--- config.mk ---
export PLATFORM = sky130hd
export DESIGN_NAME = div_unit_flat
export DESIGN_NICKNAME = d
export VERILOG_FILES = /design/src/rtl/div_unit_if.sv /design/src/rtl/div_unit.sv /design/src/flat_wrapper.sv
export SDC_FILE = /design/constraint.sdc
export NUM_CORES = 1
export LEC_CHECK = 0
export BUFFER_PORTS_ARGS = -buffer_cell sky130_fd_sc_hd__buf_2
export CAP_MARGIN = 10
export CORE_MARGIN = 3
export CORE_UTILIZATION = 61
export CTS_BUF_LIST = sky130_fd_sc_hd__clkbuf_8
export CTS_CLUSTER_SIZE = 14
export DETAILED_ROUTE_END_ITERATION = 16
export HOLD_SLACK_MARGIN = 0.03
export PLACE_DENSITY = 0.8
export SKIP_CTS_REPAIR_TIMING = 1
export SYNTH_ARGS = -nofsm -noshare
export SYNTH_HDL_FRONTEND = slang
export SYNTH_SLANG_ARGS = --single-unit
--- constraint.sdc ---
create_clock -name clk -period 3.7 [get_ports clk]
set_clock_uncertainty 0.05 [all_clocks]
set_input_delay 0.37 -clock clk [delete_from_list [all_inputs] [get_ports clk]]
set_output_delay 0.37 -clock clk [all_outputs]
set_load 0.03 [all_outputs]
--- src/rtl/div_unit_if.sv ---
// Request/response bundle between the execute stage (master) and the divider (slave).
interface div_unit_if #(
  parameter int unsigned DATA_W = 32
);
  logic                  signed_div_i;
  logic [DATA_W-1:0]     opdata1_i;
  logic [DATA_W-1:0]     opdata2_i;
  logic                  start_i;
  logic                  annul_i;
  logic [2*DATA_W-1:0]   result_o;
  logic                  ready_o;

  modport master (
    output signed_div_i, opdata1_i, opdata2_i, start_i, annul_i,
    input  result_o, ready_o
  );

  modport slave (
    input  signed_div_i, opdata1_i, opdata2_i, start_i, annul_i,
    output result_o, ready_o
  );
endinterface

--- src/rtl/div_unit.sv ---
// Multi-cycle radix-2 restoring divider for DIV/DIVU; one division in flight,
// result {remainder, quotient} held while the requester keeps start_i high.
module div_unit #(
  parameter int unsigned DATA_W = 32,
  parameter int unsigned CNT_W  = 6
) (
  input logic        clk,
  input logic        rst,
  div_unit_if.slave  bus
);

  localparam int unsigned DREG_W = 2 * DATA_W + 1;

  typedef enum logic [1:0] {IDLE, BYZERO, ON, END} state_t;

  state_t              state_q, state_nxt;
  logic [CNT_W-1:0]    cnt_q, cnt_nxt;
  logic [DREG_W-1:0]   dreg_q, dreg_nxt;
  logic [DATA_W-1:0]   divisor_q, divisor_nxt;
  logic                signed_q, signed_nxt;
  logic                sign1_q, sign1_nxt;
  logic                sign2_q, sign2_nxt;
  logic [2*DATA_W-1:0] result_q, result_nxt;
  logic                ready_q, ready_nxt;

  logic [DATA_W:0]     diff;
  logic [DATA_W-1:0]   op1_abs, op2_abs, quo_fin, rem_fin, quo_raw, rem_raw;

  // Magnitudes of the incoming operands; only negated for signed requests
  assign op1_abs = (bus.signed_div_i && bus.opdata1_i[DATA_W-1])
                   ? (~bus.opdata1_i) + DATA_W'(1) : bus.opdata1_i;
  assign op2_abs = (bus.signed_div_i && bus.opdata2_i[DATA_W-1])
                   ? (~bus.opdata2_i) + DATA_W'(1) : bus.opdata2_i;

  assign diff    = {1'b0, dreg_q[2*DATA_W-1:DATA_W]} - {1'b0, divisor_q};

  // Sign fix-up: quotient negative on differing signs, remainder follows the dividend
  assign quo_raw = dreg_q[DATA_W-1:0];
  assign rem_raw = dreg_q[2*DATA_W:DATA_W+1];
  assign quo_fin = (signed_q && (sign1_q ^ sign2_q)) ? (~quo_raw) + DATA_W'(1) : quo_raw;
  assign rem_fin = (signed_q && sign1_q) ? (~rem_raw) + DATA_W'(1) : rem_raw;

  always_ff @(posedge clk) begin
    if (rst) begin
      state_q   <= IDLE;
      cnt_q     <= '0;
      dreg_q    <= '0;
      divisor_q <= '0;
      signed_q  <= 1'b0;
      sign1_q   <= 1'b0;
      sign2_q   <= 1'b0;
      result_q  <= '0;
      ready_q   <= 1'b0;
    end else begin
      state_q   <= state_nxt;
      cnt_q     <= cnt_nxt;
      dreg_q    <= dreg_nxt;
      divisor_q <= divisor_nxt;
      signed_q  <= signed_nxt;
      sign1_q   <= sign1_nxt;
      sign2_q   <= sign2_nxt;
      result_q  <= result_nxt;
      ready_q   <= ready_nxt;
    end
  end

  always_comb begin
    state_nxt   = state_q;
    cnt_nxt     = cnt_q;
    dreg_nxt    = dreg_q;
    divisor_nxt = divisor_q;
    signed_nxt  = signed_q;
    sign1_nxt   = sign1_q;
    sign2_nxt   = sign2_q;
    result_nxt  = '0;
    ready_nxt   = 1'b0;

    case (state_q)
      IDLE: begin
        if (bus.start_i && !bus.annul_i) begin
          signed_nxt = bus.signed_div_i;
          sign1_nxt  = bus.opdata1_i[DATA_W-1];
          sign2_nxt  = bus.opdata2_i[DATA_W-1];
          if (bus.opdata2_i == '0) begin
            state_nxt = BYZERO;
          end else begin
            divisor_nxt = op2_abs;
            dreg_nxt    = {DATA_W'(0), op1_abs, 1'b0};
            cnt_nxt     = '0;
            state_nxt   = ON;
          end
        end
      end

      BYZERO: begin
        if (bus.annul_i) begin
          state_nxt = IDLE;
        end else begin
          dreg_nxt  = '0;
          state_nxt = END;
        end
      end

      ON: begin
        if (bus.annul_i) begin
          state_nxt = IDLE;
          cnt_nxt   = '0;
        end else if (cnt_q != CNT_W'(DATA_W)) begin
          // Restore-or-subtract step; quotient bits shift in from the bottom
          if (diff[DATA_W])
            dreg_nxt = {dreg_q[2*DATA_W-1:0], 1'b0};
          else
            dreg_nxt = {diff[DATA_W-1:0], dreg_q[DATA_W-1:0], 1'b1};
          cnt_nxt = cnt_q + CNT_W'(1);
        end else begin
          dreg_nxt  = {1'b0, rem_fin, quo_fin};
          state_nxt = END;
        end
      end

      END: begin
        if (bus.start_i) begin
          result_nxt = dreg_q[2*DATA_W-1:0];
          ready_nxt  = 1'b1;
        end else begin
          state_nxt = IDLE;
          cnt_nxt   = '0;
        end
      end

      default: state_nxt = IDLE;
    endcase
  end

  assign bus.result_o = result_q;
  assign bus.ready_o  = ready_q;

endmodule

--- src/flat_wrapper.sv ---
// flat-port wrapper written by rule: the top's interface ports become plain ports
module div_unit_flat 
#(
  parameter int unsigned DATA_W = 32,
  parameter int unsigned CNT_W  = 6
)
  (clk, rst, bus_signed_div_i, bus_opdata1_i, bus_opdata2_i, bus_start_i, bus_annul_i, bus_result_o, bus_ready_o);
  div_unit_if #(.DATA_W(DATA_W)) bus_i ();
  input logic clk;
  input logic rst;
  input wire logic [$bits(bus_i.signed_div_i)-1:0] bus_signed_div_i;
  input wire logic [$bits(bus_i.opdata1_i)-1:0] bus_opdata1_i;
  input wire logic [$bits(bus_i.opdata2_i)-1:0] bus_opdata2_i;
  input wire logic [$bits(bus_i.start_i)-1:0] bus_start_i;
  input wire logic [$bits(bus_i.annul_i)-1:0] bus_annul_i;
  output wire logic [$bits(bus_i.result_o)-1:0] bus_result_o;
  output wire logic [$bits(bus_i.ready_o)-1:0] bus_ready_o;
  assign bus_i.signed_div_i = bus_signed_div_i;
  assign bus_i.opdata1_i = bus_opdata1_i;
  assign bus_i.opdata2_i = bus_opdata2_i;
  assign bus_i.start_i = bus_start_i;
  assign bus_i.annul_i = bus_annul_i;
  assign bus_result_o = bus_i.result_o;
  assign bus_ready_o = bus_i.ready_o;
  div_unit #(.DATA_W(DATA_W), .CNT_W(CNT_W)) u_core (.clk(clk), .rst(rst), .bus(bus_i));
endmodule
==> impl_metrics.ini <==
[power_and_ir_drop]
peakVddDrop_v = 0.000336
p_per_area_mw_per_mm2 = 545
cellLeakagePower_uw = 0.00508

[grt]
grt_pass1_wl_mm = 50.3
use_met3_pct = 4.61
track_usage_pct = 30.7
grt.busiest_layer = met2
grt_max_degree = 77
met1_usage_pct = 38.4
grt_pass1_vias = 10200
grt_overflow = 0
gr-usage-met2_pct = 51.0
antenna_found_initial = 4

[worst_hold_path]
min_path_type = in2reg
holdPathEnd = u_core.sign1_q$_SDFFE_PP0P_
hold_start = bus_opdata1_i[31]
worstHoldPathCells = 3

[worst_setup_path]
path_buf_inv = 2
end_kind = flip-flop
arrival_ns = 3.80
crit_fanout = 15
start_kind = flip-flop
reg2reg_depth = 13
timing.rr.start = u_core.dreg_q[32]$_SDFFE_PP0P_
path_class = reg2reg
cp_slowest_cell = fa_1
regToRegEndpoint = u_core.dreg_q[33]$_SDFFE_PP0P_
cpPeakStageDelay_ns = 0.41
crit_family = compound AO/OA/AOI/OAI gates
regToRegSetupSlack_ns = 0.22
worstPathRequired_ns = 4.02
cp_cell_sequence = inv_1 > ha_1 > fa_1 > nor2b_1 > o31a_1 > o21ai_0 > o311ai_2 > a31oi_1 > o31a_1 > buf_4 > nand2_1 > o21ai_0 > a221o_1

[logic_synthesis]
synth_warnings = 0
ys_seq_elements = 173
synthTopCellsByArea = dfxtp_1, nor2_1, ha_1, a21oi_1, xnor2_1
syn_inst = 1431
seq_area_frac_synth_pct = 31.1
avgSynthCellArea_um2 = 7.78
postSynth.asyncResetShare_pct = 0
synth_top_cell_by_area = dfxtp_1
syn-cell-area_mm2 = 0.0111
synth_top_flop_cell = dfxtp_1
synth_top_cell_area_share_pct = 31.1
ys_types = 70
synth_edf_count = 0
synth_nets = 1546

[layout]
drive_gt1_share_pct = 14.9
fin_cells = 1785
areaGrowthSynthToFinish_pct = 13.1
nets = 1659
fillerInstances = 1439

[timing]
setup_violations = 0
maxSlewViolCount = 0
period_share_pct = 94.0
tightest_slew_ns = 1.22
min_period_ns = 3.48
rsz0062_at_grt = no
setup_tns_ns = 0
max_freq_mhz = 288
hold_viol = 0
slew_headroom_pct = 18.8

[detailed_routing]
wl_per_cell_um = 17.5
wl_mm = 31.2
first_pass_iters = 5
vias = 11100
ant_nets = 0
drt-initial-drc-count = 987
drc = 0
via_per_inst = 6.20

[floorplanning]
io_pins = 134
die_w_um = 141
dieHeight_um = 141
row_count = 48
initial_core_util_pct = 63.2
die_area_mm2 = 0.0199
core_mm2 = 0.0176

[clock_tree]
cts_buffers = 17
clk_latency_ns = 0.48
clock-sinks = 173
clk_pin_slew_ns = 0.10
clock_path_buffers = 2
cts_tree = yes
cts_max_level = 4
cts-root-buf = clkbuf_8

[placement]
hpwl_mm = 22.9
numPortBuffers = 133
place_inst = 1750
gp_congestion = 0.956

[run]
cap_violations = 0

[run_status]
status = finished, final reports clean
## logic make-up after synthesis
group | count (synthesis) | share of synthesized area, %
buffers and inverters | 149 | 5.27
AOI/OAI and AO/OA | 443 | 26.0
DFF | 173 | 31.1
adders and majority gates | 46 | 5.24
and+or+nand+nor | 490 | 21.9
xor gates and xnor gates | 115 | 9.05
muxes | 15 | 1.35
## metrics by stage
step / hold slack [ns] / setup slack (ns) / utilization (%) / area [um^2] / power (uW)
floorplan: 0.396 / 0.423 / - / 11100 / 4540
global placement: 0.416 / 0.330 / 69.0 / 12100 / 5340
detailed placement: 0.411 / 0.200 / 69.0 / 12100 / 5410
CTS: 0.138 / 0.176 / 71.4 / 12600 / 6810
global route: 0.140 / 0.0157 / 71.5 / 12600 / 7320
finish: 0.151 / 0.222 / 71.5 / 12600 / 6860
## power breakdown
part / internal (uW) / switching [uW] / total [uW]
Sequential: 2080 / 282 / 2360
Clock: 645 / 774 / 1420
Combinational: 1190 / 1890 / 3080
## final cells by class
cell class | count | area [um^2] | area share (%)
repair buffers | 183 | 1050 | 8.37
clock inverters | 14 | 173 | 1.37
multi-input cells | 1109 | 7130 | 56.7
flip-flops and latches | 173 | 3460 | 27.5
diodes | 3 | 7.51 | 0.0597
inverters | 60 | 225 | 1.79
well taps | 225 | 282 | 2.24
clock buffers | 18 | 248 | 1.97
## worst max path at each step
| stage | from | endpoint | slack, ns | cells after the start |
|---|---|---|---|---|
| floorplan | u_core.dreg_q[32]$_SDFFE_PP0P_ | u_core.dreg_q[41]$_SDFFE_PP0P_ | 0.42 | 12 |
| global placement | bus_opdata2_i[6] | u_core.dreg_q[34]$_SDFFE_PP0P_ | 0.33 | 10 |
| detailed placement | u_core.dreg_q[32]$_SDFFE_PP0P_ | u_core.dreg_q[33]$_SDFFE_PP0P_ | 0.20 | 13 |
| CTS | u_core.dreg_q[32]$_SDFFE_PP0P_ | u_core.dreg_q[33]$_SDFFE_PP0P_ | 0.18 | 13 |
| global route | u_core.dreg_q[32]$_SDFFE_PP0P_ | u_core.dreg_q[33]$_SDFFE_PP0P_ | 0.02 | 13 |
| finish | u_core.dreg_q[32]$_SDFFE_PP0P_ | u_core.dreg_q[33]$_SDFFE_PP0P_ | 0.22 | 13 |
## cells in the final DEF (no fill, tap or decap), drive strengths merged, types with 15 or more instances in the layout
cell    count
o211ai     28
dfxtp     173
xnor2      62
buf       183
nor3       50
mux2i      15
clkbuf     18
a21o       17
and2       61
nand3      16
a31oi      20
a21oi     109
nand2      97
a22o       15
ha         45
xor2       53
nor2      159
o21ai      95
or3        19
a211oi     37
o221ai     17
o31ai      18
inv        67
## cells in the mapped netlist (7+ instances only)
cell type  number
o21ai_1        24
clkbuf_1       76
o22ai_1         9
nor3_1         50
o221ai_1       17
and2_1         61
nor2_1        159
dfxtp_1       173
a21oi_1       109
inv_1          60
o2111ai_1       7
or4_1          14
nor4_1         12
mux2i_1        15
o31ai_1        18
nand3b_1        9
and3_1          8
a21o_1         17
o211ai_1       28
ha_1           45
xnor2_1        62
a31oi_1        20
xor2_1         53
a22o_1         15
nand3_1        15
nand2_1        97
a211oi_1       37
o21ai_0        71
nand4_1         9
or3_1          19
a22oi_1        14
nand2b_1       14
nor2b_1         9
o41ai_1        13
## worst reg2reg max path, cell delays in order (launching register included)
cell and delay [ns]:
dfxtp_1 0.34, inv_1 0.08, ha_1 0.20, fa_1 0.41
nor2b_1 0.18, o31a_1 0.19, o21ai_0 0.22, o311ai_2 0.39
a31oi_1 0.29, o31a_1 0.36, buf_4 0.19, nand2_1 0.07
o21ai_0 0.08, a221o_1 0.32
## state kept, by name (all words and copies together), names as in the netlist
name and flops:
u_core.cnt_q 6, u_core.dreg_q 65, u_core.sign1_q 1, u_core.signed_q 1, u_core.bus.ready_o 1, u_core.divisor_q 32, u_core.bus.result_o 64, u_core.sign2_q 1
u_core.state_q 2
## routing by layer
layer	up-vias	wire, um
met3	89	2080
met1	5114	12700
met2	464	15000
met4	2	1410
met5	-	13
li1	5396	-
(Power assumes the default switching activity.)
